[config.mk]
export PLATFORM = sky130hd
export DESIGN_NAME = ps2_host_tx
export DESIGN_NICKNAME = d
export VERILOG_FILES = /design/src/rtl/ps2_pkg.sv /design/src/rtl/ps2_line_sync.sv /design/src/rtl/ps2_host_tx.sv
export SDC_FILE = /design/constraint.sdc
export NUM_CORES = 1
export LEC_CHECK = 0
export BUFFER_PORTS_ARGS = -buffer_cell sky130_fd_sc_hd__buf_2
export CAP_MARGIN = 25
export CELL_PAD_IN_SITES_DETAIL_PLACEMENT = 0
export CELL_PAD_IN_SITES_GLOBAL_PLACEMENT = 1
export CORE_UTILIZATION = 39
export CTS_CLUSTER_SIZE = 28
export DETAILED_ROUTE_END_ITERATION = 10
export PLACE_DENSITY_LB_ADDON = 0.1
export SLEW_MARGIN = 25
export SYNTH_ARGS = -nofsm -noshare
export SYNTH_HDL_FRONTEND = slang
export SYNTH_SLANG_ARGS = --single-unit
[constraint.sdc]
create_clock -name clk -period 2.4 [get_ports clk]
set_input_delay 0.12 -clock clk [delete_from_list [all_inputs] [get_ports clk]]
set_output_delay 0.12 -clock clk [all_outputs]
set_load 0.01 [all_outputs]
[src/rtl/ps2_pkg.sv]
// Shared PS/2 definitions: host FSM state codes, command bytes, debug view and timing helper.
package ps2_pkg;

  localparam logic [7:0] PS2_CMD_SET_LED = 8'hED;
  localparam logic [7:0] PS2_CMD_RESET   = 8'hFF;
  localparam logic [7:0] PS2_RSP_ACK     = 8'hFA;
  localparam logic [7:0] PS2_RSP_RESEND  = 8'hFE;

  localparam logic [2:0] ST_IDLE      = 3'd0;
  localparam logic [2:0] ST_INHIBIT   = 3'd1;
  localparam logic [2:0] ST_RTS       = 3'd2;
  localparam logic [2:0] ST_SHIFT     = 3'd3;
  localparam logic [2:0] ST_WAIT_IDLE = 3'd4;
  localparam logic [2:0] ST_ERR       = 3'd5;

  typedef struct packed {
    logic [2:0] state;
    logic [3:0] bit_cnt;
    logic       clk_s;
    logic       data_s;
    logic       data_fall;
  } ps2_tx_dbg_t;

  function automatic int unsigned us_to_cycles(input int unsigned us, input int unsigned clk_hz);
    logic [63:0] prod;
    prod = 64'(us) * 64'(clk_hz);
    return 32'(prod / 64'd1_000_000);
  endfunction

endpackage

[src/rtl/ps2_line_sync.sv]
// Two-flop synchroniser for one PS/2 pad plus a falling-edge strobe on the synced level.
module ps2_line_sync (
  input  logic clk,
  input  logic reset,
  input  logic line_i,
  output logic sync_o,
  output logic fall_o
);

  logic meta_q, sync_q, prev_q;

  // Lines idle high, so reset to 1 to avoid a spurious fall after reset.
  always_ff @(posedge clk) begin
    if (reset) begin
      meta_q <= 1'b1;
      sync_q <= 1'b1;
      prev_q <= 1'b1;
    end else begin
      meta_q <= line_i;
      sync_q <= meta_q;
      prev_q <= sync_q;
    end
  end

  assign sync_o = sync_q;
  assign fall_o = prev_q & ~sync_q;

endmodule

[src/rtl/ps2_host_tx.sv]
// Host-to-device PS/2 transmitter: inhibit, request-to-send, 11-edge frame, ACK check.
// Pads are open drain: an *_oe of 1 pulls the line low, 0 lets the pull-up win.
module ps2_host_tx
  import ps2_pkg::*;
#(
  parameter int unsigned CLK_FREQ_HZ = 100_000_000,
  parameter int unsigned INHIBIT_US  = 100,
  parameter int unsigned START_TO_US = 15000,
  parameter int unsigned FRAME_TO_US = 2000
) (
  input  logic        clk,
  input  logic        reset,
  input  logic [7:0]  tx_data,
  input  logic        tx_valid,
  output logic        tx_ready,
  output logic        tx_busy,
  output logic        tx_done,
  output logic        tx_err,
  input  logic        ps2_clk_i,
  input  logic        ps2_data_i,
  output logic        ps2_clk_oe,
  output logic        ps2_data_oe,
  output ps2_tx_dbg_t dbg_o
);

  localparam int unsigned INH_CYC   = us_to_cycles(INHIBIT_US, CLK_FREQ_HZ);
  localparam int unsigned START_CYC = us_to_cycles(START_TO_US, CLK_FREQ_HZ);
  localparam int unsigned FRAME_CYC = us_to_cycles(FRAME_TO_US, CLK_FREQ_HZ);
  localparam int unsigned MAX_A     = (INH_CYC > START_CYC) ? INH_CYC : START_CYC;
  localparam int unsigned MAX_CYC   = (MAX_A > FRAME_CYC) ? MAX_A : FRAME_CYC;
  localparam int          TW        = $clog2(MAX_CYC) + 1;

  localparam logic [TW-1:0] INH_LOAD   = TW'(INH_CYC - 1);
  localparam logic [TW-1:0] START_LOAD = TW'(START_CYC - 1);
  localparam logic [TW-1:0] FRAME_LOAD = TW'(FRAME_CYC - 1);

  logic clk_s, clk_fall, data_s, data_fall;

  ps2_line_sync u_clk_sync (
    .clk    (clk),
    .reset  (reset),
    .line_i (ps2_clk_i),
    .sync_o (clk_s),
    .fall_o (clk_fall)
  );

  ps2_line_sync u_data_sync (
    .clk    (clk),
    .reset  (reset),
    .line_i (ps2_data_i),
    .sync_o (data_s),
    .fall_o (data_fall)
  );

  logic [2:0]    state_q, state_d;
  logic [TW-1:0] timer_q, timer_d;
  logic [3:0]    cnt_q, cnt_d, cnt_nx;
  logic          oe_bit_q, oe_bit_d;
  logic [7:0]    byte_q, byte_d;
  logic          par_q, par_d;

  // Handshake: a byte transfers on a cycle where tx_valid && tx_ready; tx_ready is high only in IDLE,
  // so a valid held through a frame is taken again only once the FSM is back in IDLE.
  always_comb begin
    state_d  = state_q;
    timer_d  = timer_q;
    cnt_d    = cnt_q;
    oe_bit_d = oe_bit_q;
    byte_d   = byte_q;
    par_d    = par_q;
    cnt_nx   = cnt_q + 4'd1;
    if (timer_q != '0) timer_d = timer_q - TW'(1);

    case (state_q)
      ST_IDLE: begin
        cnt_d    = '0;
        oe_bit_d = 1'b0;
        if (tx_valid) begin
          byte_d  = tx_data;
          par_d   = ~^tx_data;
          timer_d = INH_LOAD;
          state_d = ST_INHIBIT;
        end
      end
      ST_INHIBIT: begin
        if (timer_q == '0) begin
          timer_d = START_LOAD;
          state_d = ST_RTS;
        end
      end
      ST_RTS: begin
        if (clk_fall) begin
          timer_d  = FRAME_LOAD;
          cnt_d    = 4'd1;
          oe_bit_d = ~byte_q[0];
          state_d  = ST_SHIFT;
        end else if (timer_q == '0) begin
          state_d = ST_ERR;
        end
      end
      ST_SHIFT: begin
        if (clk_fall) begin
          cnt_d = cnt_nx;
          if (cnt_nx <= 4'd8) oe_bit_d = ~byte_q[3'(cnt_nx - 4'd1)];
          else if (cnt_nx == 4'd9) oe_bit_d = ~par_q;
          else oe_bit_d = 1'b0;
          if (cnt_nx == 4'd11) state_d = data_s ? ST_ERR : ST_WAIT_IDLE;
        end else if (timer_q == '0) begin
          state_d = ST_ERR;
        end
      end
      // The frame timer is deliberately not reloaded here: it bounds the whole frame.
      ST_WAIT_IDLE: begin
        if (clk_s && data_s) state_d = ST_IDLE;
        else if (timer_q == '0) state_d = ST_ERR;
      end
      ST_ERR:  state_d = ST_IDLE;
      default: state_d = ST_IDLE;
    endcase
  end

  always_ff @(posedge clk) begin
    if (reset) begin
      state_q  <= ST_IDLE;
      timer_q  <= '0;
      cnt_q    <= '0;
      oe_bit_q <= 1'b0;
      byte_q   <= '0;
      par_q    <= 1'b0;
    end else begin
      state_q  <= state_d;
      timer_q  <= timer_d;
      cnt_q    <= cnt_d;
      oe_bit_q <= oe_bit_d;
      byte_q   <= byte_d;
      par_q    <= par_d;
    end
  end

  assign tx_ready    = (state_q == ST_IDLE);
  assign tx_busy     = (state_q != ST_IDLE);
  assign tx_done     = (state_q == ST_WAIT_IDLE) && clk_s && data_s;
  assign tx_err      = (state_q == ST_ERR);
  assign ps2_clk_oe  = (state_q == ST_INHIBIT);
  // Start bit goes low in the last inhibit cycle and is held through request-to-send.
  assign ps2_data_oe = ((state_q == ST_INHIBIT) && (timer_q == '0)) ||
                       (state_q == ST_RTS) ||
                       ((state_q == ST_SHIFT) && oe_bit_q);

  assign dbg_o.state     = state_q;
  assign dbg_o.bit_cnt   = cnt_q;
  assign dbg_o.clk_s     = clk_s;
  assign dbg_o.data_s    = data_s;
  assign dbg_o.data_fall = data_fall;

endmodule
==> flow_metrics.py <==
metrics = {
    "layout": {
        "drive_above_1_share_pct": 24.06,
        "final_nets": 364,
        "multi_input_area_um2": 1473,
        "area_growth_pct": 19.33,
        "fillers": 613,
        "seqCellArea_um2": 902.1,
        "antenna_cells": 0,
    },
    "run": {
        "cap_violations": 0,
    },
    "yosys": {
        "synthCells": 301,
        "avgSynthCellArea_um2": 8.172,
        "yosysUniqueCellTypes": 48,
        "ys_warn_count": 0,
        "synthesis.nets": 321,
        "syn-cell-area_um2": 2460,
        "ys_dominant_reg_cell": "dfxtp_1",
        "ys_seq_area_share_pct": 36.62,
        "ys_async_sr_fraction_pct": 0,
        "synth_enable_flop_cells": 0,
        "synth-seq-cells": 45,
    },
    "sta": {
        "rsz0062_at_grt": "true",
        "fmax_mhz": 426.2,
        "hold_viol_final": 0,
        "setup_ws_ns": 0.05376,
        "tightest_slew_ns": 0.7498,
        "whs_ns": 0.01139,
        "skew_ns": 0.007510,
        "min_period_ns": 2.346,
        "setup_violations": 0,
        "maxSlewViolCount": 0,
        "slew_headroom_pct": 50.01,
        "fin_crit_sh_pct": 97.76,
    },
    "detailed_routing": {
        "firstDrtPassIters": 4,
        "antenna_left": 0,
        "vias": 2239,
        "avgRoutedWirePerCell_um": 15.02,
        "drt-total-wl_um": 6310,
        "first_iter_violations": 99,
        "vias_per_cell": 5.331,
        "drc": 0,
    },
    "worst_setup_path": {
        "rr_worst_depth": 6,
        "worstReg2RegEnd": "timer_q[0]$_SDFF_PP0_",
        "cp.required_ns": 2.55,
        "r2r_slack_ns": 0.05,
        "crit_fanout": 4,
        "worstPathArrival_ns": 2.50,
        "r2r-start": "timer_q[14]$_SDFF_PP0_",
        "criticalPathCategory": "flop to flop",
        "startpoint": "timer_q[14]$_SDFF_PP0_",
        "critPathCapture": "timer_q[0]$_SDFF_PP0_",
        "start_kind": "flop",
        "critPathCaptureType": "flop",
    },
    "global_routing": {
        "grt_overflow": 0,
        "grt_pass1_wl_um": 10610,
        "grt_max_degree": 41,
        "grt_pass1_vias": 2096,
        "antenna_found_initial": 0,
        "track_usage_pct": 21.28,
    },
    "floorplan": {
        "die_height_um": 81.42,
        "coreArea_um2": 5991,
        "start_util_pct": 41.06,
        "dieWidth_um": 81.42,
        "dieArea_um2": 6629,
        "rows": 28,
        "io_pins": 29,
    },
    "clocking": {
        "htree_levels": 2,
        "cts_tree": "yes",
        "numCtsBuffers": 5,
        "clock-root-buffer": "clkbuf_8",
        "clock_sinks": 45,
        "clk_path_buf_depth": 2,
        "clock_latency_ns": 0.29,
        "clk_pin_slew_worst_paths_ns": 0.08,
    },
    "power": {
        "leakage_nw": 1.171,
        "ir_worst_vdd_mv": 0.4374,
        "cellPowerDensity_nw_per_um2": 1061,
    },
    "placement": {
        "hpwl_um": 4528,
        "gp_congestion": 0.8275,
        "portBuffers": 28,
        "dpl_worst_slack_ns": -0.01224,
    },
    "worst_hold_path": {
        "hold_class": "input port to flop",
    },
    "outcome": {
        "status": "finished, final reports clean",
    },
}
[placed cells by master, fill, tap and decap left out, types with 4 or more instances in the layout]
cell	count
nand2_1	29
nor2b_1	6
o31ai_1	4
dfxtp_1	44
nor2_1	18
xnor2_1	21
buf_4	23
or3_1	8
nor3_1	13
buf_2	28
clkbuf_8	5
ha_1	7
a21oi_1	28
nand3_1	6
nand2b_1	9
inv_1	10
nor4_1	7
o21ai_0	11
or2_2	9
[kinds of logic after synthesis]
group                    after synthesis  synth area share, %
AO/OA/AOI/OAI                         67                16.18
buffers and inverters                 28                4.832
AND/OR/NAND/NOR                      127                27.87
XOR/XNOR                              22                7.833
adder cells (fa/ha/maj)                7                3.560
flip-flops                            45                36.62
multiplexers                           5                3.103
[sequential cells by signal (all words and copies together) (netlist names), 3 cells and up]
| name | flops |
|---|---|
| state_q | 3 |
| byte_q | 8 |
| cnt_q | 4 |
| timer_q | 22 |
[synth_stat cells (all sizes together) (5+ instances only)]
cell type  number  share of area (%)
dfxtp          45                 37
a21oi          29                5.9
nand2          29                4.4
xnor2          21                7.5
nor2           18                2.7
clkbuf         14                2.2
nor3           14                2.8
o21ai          13                2.6
or3            12                3.4
inv            10                1.5
nand2b          9                2.3
or2             9                2.3
nor4            8                2.0
ha              7                3.6
nor2b           7                1.8
nand3           6                1.2
or4             5                1.8
[report_power, final]
group,leakage (nW),internal (mW),total (mW),switching [mW]
Sequential,0.369,0.915,1.04,0.127
Combinational,0.763,0.760,1.61,0.849
Clock,0.0385,0.206,0.463,0.256
Total,1.17,1.88,3.11,1.23
[repair_timing]
action,CTS,global route
endpoints found under the hold margin,1,0
pin swaps,0,2
hold buffers,1,0
setup buffers,1,0
gates resized for setup,5,6
endpoints found under the setup margin,3,9
[worst max-delay path: stages (launching register included)]
cell	delay, ns
dfxtp_1	0.32
or4_4	0.54
or3_4	0.38
or3_2	0.47
ha_1	0.29
o21ai_1	0.13
a21oi_1	0.07
[stage by stage]
step	setup TNS (ns)	instances	util (%)	cell area, µm²	power [mW]
2_1_floorplan	0	301	-	2460	2.025
3_3_place_gp	0	410	46.70	2798	2.574
3_5_place_dp	-0.01224	410	46.70	2798	2.574
4_1_cts	0	420	48.66	2915	3.102
5_1_grt	-0.06738	420	49.00	2935	3.388
6_report	0	420	49.00	2935	3.114
[layout make-up]
class / count / area share [%]
Clock inverter: 1 / 0.2558
Sequential cell: 45 / 30.73
Inverter: 10 / 1.279
Clock buffer: 7 / 2.600
Multi-Input combinational cell: 228 / 50.17
Timing Repair Buffer: 54 / 11.76
Tap cell: 75 / 3.197
[how the worst min path moves through the flow]
stage               start                             to  slack [ns]  cells past startpoint
3_3_place_gp    ps2_clk_i   u_clk_sync.meta_q$_SDFF_PP1_        0.31                      2
2_1_floorplan   ps2_clk_i   u_clk_sync.meta_q$_SDFF_PP1_        0.22                      1
3_5_place_dp   ps2_data_i  u_data_sync.meta_q$_SDFF_PP1_        0.31                      2
4_1_cts         ps2_clk_i   u_clk_sync.meta_q$_SDFF_PP1_       0.003                      2
6_report        ps2_clk_i   u_clk_sync.meta_q$_SDFF_PP1_        0.01                      2
5_1_grt         ps2_clk_i   u_clk_sync.meta_q$_SDFF_PP1_       0.002                      2
[routing by layer]
layer,track usage [%],up-vias,part of all wire (%)
li1,-,1145,-
met1,30.94,1043,54
met2,31.67,45,42
met3,3.889,6,3.0
met4,6.250,0,0.84
met5,0,-,0
Note: power is estimated with default switching activity, not from simulation.
